===== src/rtl/bp_resolve_receiver_pkg.sv =====
// Shared types for the branch-resolve receiver: control-flow kinds, FSM
// states and the predictor-update queue entry.
package bp_resolve_receiver_pkg;

  // Widest virtual address carried in a queue entry; narrower VLEN builds
  // zero-extend into these fields.
  localparam int unsigned BP_ADDR_W = 64;

  typedef enum logic [2:0] {
    CF_NOCF   = 3'd0,
    CF_BRANCH = 3'd1,
    CF_JUMP   = 3'd2,
    CF_JUMPR  = 3'd3,
    CF_RETURN = 3'd4
  } cf_type_e;

  typedef enum logic [0:0] {
    ST_IDLE     = 1'b0,
    ST_REDIRECT = 1'b1
  } state_e;

  typedef struct packed {
    logic                 is_btb;
    logic [BP_ADDR_W-1:0] pc;
    logic [BP_ADDR_W-1:0] target;
    logic                 taken;
  } upd_entry_t;

  // Only conditional branches (BHT) and indirect jumps (BTB) train the predictor.
  function automatic logic cf_trains_predictor(input cf_type_e cf);
    return (cf == CF_BRANCH) || (cf == CF_JUMPR);
  endfunction

endpackage


===== src/rtl/bp_upd_fifo.sv =====
// Predictor-update FIFO: power-of-two depth, generic entry type, occupancy
// counter so full/empty are simple compares.
module bp_upd_fifo #(
  parameter int unsigned DEPTH = 4,
  parameter type         T     = logic
) (
  input  logic clk_i,
  input  logic rst_i,
  input  logic push_i,
  input  T     data_i,
  input  logic pop_i,
  output T     data_o,
  output logic full_o,
  output logic empty_o
);

  localparam int unsigned AW = $clog2(DEPTH);
  localparam int unsigned CW = AW + 1;

  T              mem_q [DEPTH];
  T              mem_d [DEPTH];
  logic [AW-1:0] rptr_q, rptr_d;
  logic [AW-1:0] wptr_q, wptr_d;
  logic [CW-1:0] cnt_q, cnt_d;
  logic          do_push, do_pop;

  assign full_o  = (cnt_q == CW'(DEPTH));
  assign empty_o = (cnt_q == '0);
  assign data_o  = mem_q[rptr_q];
  assign do_push = push_i && !full_o;
  assign do_pop  = pop_i && !empty_o;

  // Next-state: pointers wrap naturally because DEPTH is a power of two.
  always_comb begin
    mem_d  = mem_q;
    rptr_d = rptr_q;
    wptr_d = wptr_q;
    cnt_d  = cnt_q + CW'(do_push) - CW'(do_pop);
    if (do_push) begin
      mem_d[wptr_q] = data_i;
      wptr_d        = wptr_q + 1'b1;
    end
    if (do_pop) begin
      rptr_d = rptr_q + 1'b1;
    end
  end

  // Storage and pointer registers.
  always_ff @(posedge clk_i or posedge rst_i) begin
    if (rst_i) begin
      for (int unsigned i = 0; i < DEPTH; i++) begin
        mem_q[i] <= '0;
      end
      rptr_q <= '0;
      wptr_q <= '0;
      cnt_q  <= '0;
    end else begin
      mem_q  <= mem_d;
      rptr_q <= rptr_d;
      wptr_q <= wptr_d;
      cnt_q  <= cnt_d;
    end
  end

endmodule


===== src/rtl/bp_resolve_receiver.sv =====
// Branch-resolve receiver: turns branch-unit resolutions into fetch
// redirects and predictor (BHT/BTB) training updates, and counts mispredicts.
// Optional feature macro: BP_RESOLVE_CHERI_EN (capability-width targets with
// PCC metadata tracking).
module bp_resolve_receiver
  import bp_resolve_receiver_pkg::*;
#(
  parameter int unsigned VLEN   = 64,
  parameter int unsigned CLEN   = 128,
  parameter int unsigned QDEPTH = 4,
`ifdef BP_RESOLVE_CHERI_EN
  localparam int unsigned TW    = CLEN
`else
  localparam int unsigned TW    = VLEN
`endif
) (
  input  logic            clk_i,
  input  logic            rst_i,
  input  logic            flush_i,
  input  logic            resolve_valid_i,
  output logic            resolve_ready_o,
  input  logic [VLEN-1:0] resolve_pc_i,
  input  logic [TW-1:0]   resolve_target_i,
  input  logic            resolve_taken_i,
  input  logic            resolve_mispredict_i,
  input  logic [2:0]      resolve_cf_i,
  output logic            redirect_valid_o,
  input  logic            redirect_ready_i,
  output logic [TW-1:0]   redirect_target_o,
  output logic            upd_valid_o,
  input  logic            upd_ready_i,
  output logic            upd_is_btb_o,
  output logic [VLEN-1:0] upd_pc_o,
  output logic [VLEN-1:0] upd_target_o,
  output logic            upd_taken_o,
  output logic [31:0]     mispredict_cnt_o
);

  if ((CLEN < VLEN) || (QDEPTH < 2) || ((QDEPTH & (QDEPTH - 1)) != 0) ||
      (VLEN > BP_ADDR_W)) begin : g_param_check
    $error("bp_resolve_receiver: illegal VLEN/CLEN/QDEPTH combination");
  end

  state_e        state_q, state_d;
  logic [TW-1:0] target_q, target_d;
  logic [31:0]   cnt_q, cnt_d;
  logic          accept;
  logic          mispredict;
  logic          push;
  logic          pop;
  logic          fifo_full, fifo_empty;
  upd_entry_t    entry;
  upd_entry_t    head;
  cf_type_e      cf;

  assign cf     = cf_type_e'(resolve_cf_i);
  assign accept = resolve_valid_i && resolve_ready_o;

`ifdef BP_RESOLVE_CHERI_EN
  logic [CLEN-VLEN-1:0] meta_q, meta_d;
  logic                 meta_mismatch;

  // A taken resolution carrying different PCC metadata must refetch even if
  // the address prediction was right; the last taken metadata is remembered.
  always_comb begin
    meta_d        = meta_q;
    meta_mismatch = resolve_taken_i && (resolve_target_i[CLEN-1:VLEN] != meta_q);
    if (accept && resolve_taken_i) begin
      meta_d = resolve_target_i[CLEN-1:VLEN];
    end
  end

  // PCC metadata register.
  always_ff @(posedge clk_i or posedge rst_i) begin
    if (rst_i) begin
      meta_q <= '0;
    end else begin
      meta_q <= meta_d;
    end
  end

  assign mispredict = resolve_mispredict_i || meta_mismatch;
`else
  assign mispredict = resolve_mispredict_i;
`endif

  // Redirect FSM, held target and saturating mispredict counter.
  always_comb begin
    state_d  = state_q;
    target_d = target_q;
    cnt_d    = cnt_q;
    if (accept && mispredict && (cnt_q != '1)) begin
      cnt_d = cnt_q + 32'd1;
    end
    case (state_q)
      ST_IDLE: begin
        if (accept && mispredict && !flush_i) begin
          state_d  = ST_REDIRECT;
          target_d = resolve_target_i;
        end
      end
      ST_REDIRECT: begin
        if (flush_i || redirect_ready_i) begin
          state_d = ST_IDLE;
        end
      end
      default: state_d = ST_IDLE;
    endcase
  end

  // Control registers.
  always_ff @(posedge clk_i or posedge rst_i) begin
    if (rst_i) begin
      state_q  <= ST_IDLE;
      target_q <= '0;
      cnt_q    <= '0;
    end else begin
      state_q  <= state_d;
      target_q <= target_d;
      cnt_q    <= cnt_d;
    end
  end

  // Build the training entry for the current resolution.
  always_comb begin
    entry       = '0;
    entry.pc    = BP_ADDR_W'(resolve_pc_i);
    entry.taken = resolve_taken_i;
    if (cf == CF_JUMPR) begin
      entry.is_btb = 1'b1;
      entry.target = BP_ADDR_W'(resolve_target_i[VLEN-1:0]);
    end
  end

  assign push = accept && cf_trains_predictor(cf);
  assign pop  = upd_valid_o && upd_ready_i;

  bp_upd_fifo #(
    .DEPTH (QDEPTH),
    .T     (upd_entry_t)
  ) u_fifo (
    .clk_i   (clk_i),
    .rst_i   (rst_i),
    .push_i  (push),
    .data_i  (entry),
    .pop_i   (pop),
    .data_o  (head),
    .full_o  (fifo_full),
    .empty_o (fifo_empty)
  );

  assign resolve_ready_o   = (state_q == ST_IDLE) && !fifo_full;
  assign redirect_valid_o  = (state_q == ST_REDIRECT);
  assign redirect_target_o = target_q;
  assign mispredict_cnt_o  = cnt_q;
  assign upd_valid_o       = !fifo_empty;
  assign upd_is_btb_o      = upd_valid_o && head.is_btb;
  assign upd_pc_o          = upd_valid_o ? head.pc[VLEN-1:0] : '0;
  assign upd_target_o      = upd_valid_o ? head.target[VLEN-1:0] : '0;
  assign upd_taken_o       = upd_valid_o && head.taken;

endmodule

===== config.mk =====
export PLATFORM = sky130hd
export DESIGN_NAME = bp_resolve_receiver
export DESIGN_NICKNAME = d
export VERILOG_FILES = /design/src/rtl/bp_resolve_receiver_pkg.sv /design/src/rtl/bp_upd_fifo.sv /design/src/rtl/bp_resolve_receiver.sv
export SDC_FILE = /design/constraint.sdc
export NUM_CORES = 1
export LEC_CHECK = 0
export CAP_MARGIN = 40
export CORE_AREA = 2 2 269 271
export DETAILED_ROUTE_END_ITERATION = 8
export DIE_AREA = 0 0 271 273
export HOLD_SLACK_MARGIN = 0.06
export PLACE_DENSITY_LB_ADDON = 0.15
export SLEW_MARGIN = 20
export SYNTH_ARGS = -nofsm -noshare
export SYNTH_HDL_FRONTEND = slang
export SYNTH_HIERARCHICAL = 1
export SYNTH_SLANG_ARGS = --single-unit

===== constraint.sdc =====
create_clock -name clk_i -period 20.5 [get_ports clk_i]
set_input_delay 4.1 -clock clk_i [delete_from_list [all_inputs] [get_ports clk_i]]
set_output_delay 4.1 -clock clk_i [all_outputs]
set_load 0.02 [all_outputs]

# Yosys cells after proc, flatten, opt, wreduce, memory -nomap -nowiden
# Index checks and enable logic that the tools add are counted.
# Widths: inputs -> output; s select.
dict set report classes {
  add_sub_neg 5
  multipliers 0
  n_div 0
  order_cmp 3
  eq_ne 4
  n_shift 0
  mux 13
  n_bitwise 3
  n_reduce_logical 19
}
# cell count
set op_table {}
lappend op_table {{$bwmux 520} 1}
lappend op_table {{$mux 130} 3}
lappend op_table {{$bmux 130 s2} 1}
lappend op_table {{$demux 130 s2} 1}
lappend op_table {{$mux 64} 3}
lappend op_table {{$add 32x1->32 const B} 1}
lappend op_table {{$ne 32x32->1 const B} 1}
lappend op_table {{$logic_and 1x1->1} 12}
lappend op_table {{$ge 3x3->1 const B} 2}
lappend op_table {{$not 2->3} 2}
lappend op_table {{$add 2x1->2 const B} 2}
lappend op_table {{$add 3x1->3} 1}
lappend op_table {{$eq 3x1->1 const B} 1}
lappend op_table {{$eq 3x2->1 const B} 1}
lappend op_table {{$eq 3x3->1 const B} 1}
lappend op_table {{$logic_not 1->1} 3}
lappend op_table {{$logic_not 3->1} 1}
lappend op_table {{$lt 3x1->1 const B} 1}
lappend op_table {{$mux 1} 3}
lappend op_table {{$sub 3x1->3} 1}
lappend op_table {{$logic_or 1x1->1} 2}
lappend op_table {{$pmux 1 s2} 1}
lappend op_table {{$reduce_and 2->1} 1}
lappend op_table {{$not 1->1} 1}
dict set report word_totals {
  ff_bits 624
  latch_bits 0
  ramBits 0
  mem_bits_ro 0
  elab_cells 69
  memories 0
}

# Depth between registers and ports, before layout
# Gate-level depths: netlist of the first run.
dict set report logic_depth {
  word_depth 8
  mapped_depth 11
  depth_no_buf 11
}

# Modules after synthesis
# The synthesis of the first run kept the hierarchy.
# module instances cells_each area_each_um2 seq_area_each_um2
set modules_own_cells {}
lappend modules_own_cells {bp_upd_fifo 1 1298 24835.1 13187.6}
lappend modules_own_cells {bp_resolve_receiver 1 515 5401.4 2427.3}

# Worst setup path after synthesis of the first run
# OpenSTA, ideal clock, no wires.
dict set report synth_timing {
  path_kind {register to output}
  startpoint {reg u_fifo.rptr_q[1]}
  endpoint {out upd_pc_o[35]}
  arrival_time_ps 1846
  setup_slack_ps 14554
  stages_incl_launch_ff 7
  path_cell_list {dfrtp_1 -> clkbuf_1 -> buf_2 -> buf_2 -> buf_1 -> mux4_2 -> nor2b_1}
}
# item line
set synth_rtl {}
lappend synth_rtl {{start, declared} bp_upd_fifo.sv:22} ;# logic [AW-1:0] rptr_q, rptr_d;
lappend synth_rtl {{start signal, assigned} bp_upd_fifo.sv:59} ;# rptr_q <= rptr_d;
lappend synth_rtl {{end, declared} bp_resolve_receiver.sv:33} ;# output logic [VLEN-1:0] upd_pc_o,

==> results of run 1 <==
-- power by group --
part	switching (mW)	internal [mW]
Sequential	0.259	1.65
Combinational	0.868	1.23
Clock	0.511	0.768
Total	1.64	3.65
-- critical path, cell delays in order, from the launching register on --
cell	delay, ns
dfrtp_4	0.82
buf_4	0.49
buf_16	0.28
buf_4	0.39
buf_16	0.28
mux4_2	0.54
nor2b_1	0.15
clkdlybuf4s50_1	0.59
-- worst paths after layout --
| path | end | slack [ns] | startpoint |
|---|---|---|---|
| worst max-delay path | upd_pc_o[25] | 12.15 | u_fifo/rptr_q[0] |
| worst min-delay path | u_fifo/mem_q[217] | 0.50 | u_fifo/mem_q[217] |
| worst max register to register | u_fifo/mem_q[78] | 16.77 | u_fifo/cnt_q[2] |
| worst min register to register | u_fifo/mem_q[217] | 0.50 | u_fifo/mem_q[217] |
| max in group asynchronous | u_fifo/mem_q[333] | 14.40 | rst_i |
| min in group asynchronous | u_fifo/mem_q[278] | 3.96 | rst_i |
-- state kept, by name, summed over array words and instances, names as in the netlist --
name	count
mispredict_cnt_o	32
u_fifo/wptr_q	2
u_fifo/cnt_q	3
redirect_target_o	64
u_fifo/mem_q	520
u_fifo/rptr_q	2
redirect_valid_o	1
-- per-layer routing --
metal,wire (um),vias to the layer above
li1,-,7254
met5,0,-
met3,2820,95
met2,35100,324
met4,1550,0
met1,32800,8893
-- cell type report --
class / count / area, um^2 / area share (%)
flip-flops and latches: 624 / 15600 / 42.3
diodes: 1 / 2.50 / 0.00678
clock inverters: 18 / 210 / 0.570
well taps: 950 / 1190 / 3.22
inverters: 12 / 55.1 / 0.149
repair buffers: 408 / 4300 / 11.7
multi-input cells: 1059 / 13400 / 36.3
clock buffers: 106 / 2130 / 5.77
-- cells in the final DEF (no fill, tap or decap), types with 7 or more instances in the layout --
cell	instances
clkdlybuf4s50_1	367
nor3_1	11
mux4_2	130
nor2b_1	131
nor2_1	12
clkbuf_1	15
mux2_2	186
and2_1	66
buf_16	13
clkbuf_8	18
nand2_1	16
nand3_1	15
xnor2_1	14
dfrtp_1	622
ha_1	7
clkbuf_16	73
clkinv_2	8
buf_4	23
xor2_1	17
inv_1	10
mux2_4	400
-- stage by stage --
stage	instance area, um^2	utilization, %	instances	hold slack [ns]
3_5_place_dp	34400	48.5	3048	0.489
6_report	36900	52.0	3178	0.501
3_3_place_gp	34100	48.1	3037	0.484
2_1_floorplan	30200	-	1813	0.475
4_1_cts	36800	51.8	3172	0.507
5_1_grt	36900	52.0	3178	0.516
-- logic make-up after synthesis --
group                    share of synthesized area, %
AO/OA/AOI/OAI                                   0.290
XOR/XNOR                                        0.898
adder cells (fa/ha/maj)                         0.356
buffers and inverters                            4.22
flip-flops                                       51.6
multiplexers                                     36.5
AND/OR/NAND/NOR                                  6.09
==> impl_metrics.yaml, run 1 <==
yosys:
  netlist_area_mm2: 0.0302
  synthDominantCellAreaShare_pct: 51.6
  avgSynthCellArea_um2: 16.7
  syn-num-nets: 1960
  yosysSeqAreaShare_pct: 51.6
  yosys-top-cells-area: "dfrtp_1 (52%), mux2_4 (20%), mux4_2 (9.7%)"
  synthFlopType: "dfrtp_1"
  yosys_register_bits: 624
  synth_edf_count: 0
  syn_inst: 1813
  yosysTopAreaCell: "dfrtp_1"
  yosys_warnings: 6
  yosys.cell_types.count: 44
  yosysMostFrequentCell: "dfrtp_1"
  async_flop_share_pct: 100
  synth_commonest_cells: "dfrtp_1 (624), mux2_4 (400), mux2_2 (186)"
sta:
  fin_crit_sh_pct: 40.7
  tightest_slew_ns: 0.955
  fmax_mhz: 120
  tns_ns: 0
  min_period_ns: 8.35
  maxSlewViolCount: 0
  rsz0062_at_grt: "no"
  setup_violations: 0
  relSlewSlack_pct: 36.3
  setup_ws_ns: 12.15
  finalClockSkew_ns: 0.0261
  hold_violations: 0
min_path:
  holdPathStages: 1
  min_path_type: "flip-flop to flip-flop"
die:
  core_area_mm2: 0.0710
  die_x_um: 271
  initial_utilization_pct: 42.6
  dieArea_mm2: 0.0740
  num_rows: 98
  pin_count: 368
  die_h_um: 273
clocking:
  cts_buffers: 72
  hold_buffers: 0
  cts_resized: 0
  cts_tree: "built"
  path_clk_slew_ns: 0.06
  cts_buffer_depth: 3
  htreeDepth: 3
  clock_latency_ns: 0.60
  root_buffer: "clkbuf_16"
  clock_sinks: 624
  post-cts-setup-buffers: 0
worst_setup_path:
  critPathKind: "flip-flop to output pin"
  worstPathRequired_ns: 16.40
  rr_worst_depth: 8
  cp-end-kind: "output pin"
  arrival_ns: 4.25
  cp-start-kind: "flip-flop"
  cp_max_fo: 35
final_layout:
  area.growth.synth_to_final_pct: 22.0
  finalNetCount: 2324
  layout-drive-gt1-share_pct: 40.0
  nFillCells: 5833
route:
  via_per_inst: 5.21
  ant_nets: 0
  vias: 16600
  drc: 0
  post_drt_wl_per_cell_um: 22.7
  first_pass_iters: 4
  drtIter0Drc: 858
  wl_um: 72300
global_route:
  grt_pass1_wl_um: 115000
  track_usage_pct: 19.8
  grtUsageMet1_pct: 27.2
  grt_start_max_net_pins: 158
  grtUsageMet3_pct: 3.43
  grt_overflow: 0
  busiest_layer: "met2"
  grt_util_met2_pct: 32.5
  grt_antenna_before_repair: 4
  grt_pass1_vias: 18800
pwr:
  leakage_nw: 16.3
  ir_drop_mv: 0.0802
  fin_total_pwr_mw: 5.29
  power.density_mw_per_mm2: 143
run:
  maxCapViolCount: 0
placement:
  port_buffers: 367
  dp_hpwl_um: 45400
  place.gp.congestion: 0.761
  post-place-ws_ns: 12.51
run_status:
  status: "completed"
No activity file was read; power rests on OpenSTA's default activity.
==> run 2, diff against run 1 <==
==> constraint.sdc (replaced) <==
create_clock -name clk_i -period 7.3 [get_ports clk_i]
set_input_delay 1.46 -clock clk_i [delete_from_list [all_inputs] [get_ports clk_i]]
set_output_delay 1.46 -clock clk_i [all_outputs]
set_load 0.02 [all_outputs]
==> run 2 against run 1 <==
Against the previous run: sequential power grew to 2.8 times the previous value; sequential share of layout area is 0.14 points higher; total power increased to 2.8 times the previous value; largest cell class unchanged; design area fell by 0.33%; critical endpoint is now upd_target_o[63]; clock power grew to 2.8 times the previous value; critical path type unchanged.
==> impl_metrics.yaml, run 2 (synthesis gave the netlist of run 1 again) <==
route:
  ant_nets: 0
  post_drt_wl_per_cell_um: 22.5
  drc: 0
  via_per_inst: 5.19
  vias: 16500
  wl_um: 71500
  first_pass_iters: 4
  drtIter0Drc: 803
worst_setup_path:
  worstPathRequired_ns: 5.84
  slowest_stage: "dfrtp_4"
  cpPeakStageDelay_ns: 0.65
  critPathKind: "flip-flop to output pin"
  arrival_ns: 3.48
  cp-end-kind: "output pin"
  cp-start-kind: "flip-flop"
  cp_max_fo: 37
  path_cells: "buf_16 -> buf_4 -> mux4_2 -> nor2b_1 -> clkdlybuf4s50_1"
die:
  initial_utilization_pct: 42.6
  die_h_um: 273
  die_x_um: 271
  num_rows: 98
  dieArea_mm2: 0.0740
  core_area_mm2: 0.0710
  pin_count: 368
placement:
  place.gp.congestion: 0.748
  post-place-ws_ns: 2.88
  port_buffers: 367
  dp_hpwl_um: 43700
global_route:
  grtUsageMet1_pct: 27.2
  grt_overflow: 0
  track_usage_pct: 19.6
  grtUsageMet3_pct: 3.99
  grt_pass1_vias: 18700
  grt_pass1_wl_um: 113000
  grt_antenna_before_repair: 7
  grt_start_max_net_pins: 177
  busiest_layer: "met2"
  grt_util_met2_pct: 31.5
pwr:
  p_seq_share_pct: 36.2
  comb_power_share_pct: 39.7
  p_sw_mw: 4.58
  leakage_nw: 16.2
  switching_share_pct: 30.9
  p_int_mw: 10.2
  ir_drop_mv: 0.231
  pwr-share-clk_pct: 24.1
  power.density_mw_per_mm2: 402
clocking:
  hold_buffers: 0
  clock_sinks: 624
  cts_buffer_depth: 3
  htreeDepth: 3
  cts_buffers: 73
  cts_resized: 0
  path_clk_slew_ns: 0.06
  cts_tree: "built"
  clock_latency_ns: 0.60
  post-cts-setup-buffers: 0
  root_buffer: "clkbuf_16"
final_layout:
  largest_reg_flops: 520
  layout_common_cells: "dfrtp_1 (622), mux2_4 (400), clkdlybuf4s50_1 (367)"
  utilization_pct: 51.8
  multi_input_area_mm2: 0.0134
  layout-drive-gt1-share_pct: 39.7
  seqCellArea_mm2: 0.0156
  area.growth.synth_to_final_pct: 21.6
  finalNetCount: 2318
  regMostFlops: "u_fifo/mem_q"
  layout_commonest_cell: "dfrtp_1"
  nFillCells: 5873
sta:
  rsz0062_at_grt: "no"
  tightest_slew_ns: 1.02
  fin_crit_sh_pct: 67.7
  relSlewSlack_pct: 31.8
  setup_ws_ns: 2.36
  fmax_mhz: 202
  setup_violations: 0
  tns_ns: 0
  finalClockSkew_ns: 0.0219
  maxSlewViolCount: 0
  min_period_ns: 4.94
  hold_violations: 0
run_status:
  status: "completed"
run:
  maxCapViolCount: 0
min_path:
  min_path_type: "flip-flop to flip-flop"
==> run 2: final timing paths <==
kind / start / endpoint / slack [ns] / cells after the start
max: u_fifo/rptr_q[0] / upd_target_o[63] / 2.36 / 5
min: u_fifo/mem_q[103] / u_fifo/mem_q[103] / 0.50 / 1
max reg2reg: u_fifo/cnt_q[1] / u_fifo/cnt_q[2] / 3.89 / 12
min reg2reg: u_fifo/mem_q[103] / u_fifo/mem_q[103] / 0.50 / 1
max in group asynchronous: rst_i / u_fifo/mem_q[374] / 4.28 / 4
min in group asynchronous: rst_i / u_fifo/mem_q[407] / 1.36 / 2
==> run 2: per-layer routing <==
layer | vias up | wire length [um] | part of all wire [%]
met3 | 110 | 3190 | 4.5
li1 | 7257 | - | -
met5 | - | 21 | 0.029
met1 | 8818 | 32600 | 46
met2 | 312 | 34000 | 48
met4 | 4 | 1610 | 2.2
==> run 2: through the flow <==
stage | instance area [um^2] | hold slack [ns] | cells | power [mW]
3_5_place_dp | 34400 | 0.488 | 3045 | 11.3
4_1_cts | 36700 | 0.504 | 3171 | 15.0
3_3_place_gp | 34200 | 0.484 | 3039 | 11.2
2_1_floorplan | 30200 | 0.475 | 1813 | 9.19
5_1_grt | 36800 | 0.510 | 3174 | 15.6
6_report | 36800 | 0.500 | 3178 | 14.8
==> run 2: worst max-delay path, delay by kind of cell (launching register included) <==
kind,cells,cell delay [ns]
mux,1,0.60
flops,1,0.65
buf+inv,3,1.45
simple gates,1,0.15
==> run 2: cell type report <==
class                           count  share of cell area, %
Sequential cell                   624                   42.5
Clock buffer                      107                   5.85
Antenna cell                        6                 0.0408
Tap cell                          950                   3.23
Clock inverter                     19                  0.490
Timing Repair Buffer              401                   11.4
Inverter                           12                  0.139
Multi-Input combinational cell   1059                   36.4
==> run 2: power groups by stage <==
stage | sequential, mW | combinational (mW) | clock [mW]
3_3_place_gp | 5.38 | 5.81 | 0
3_5_place_dp | 5.39 | 5.96 | 0
6_report | 5.35 | 5.87 | 3.57
4_1_cts | 5.36 | 5.98 | 3.71
2_1_floorplan | 5.33 | 3.86 | 0
5_1_grt | 5.51 | 6.25 | 3.85
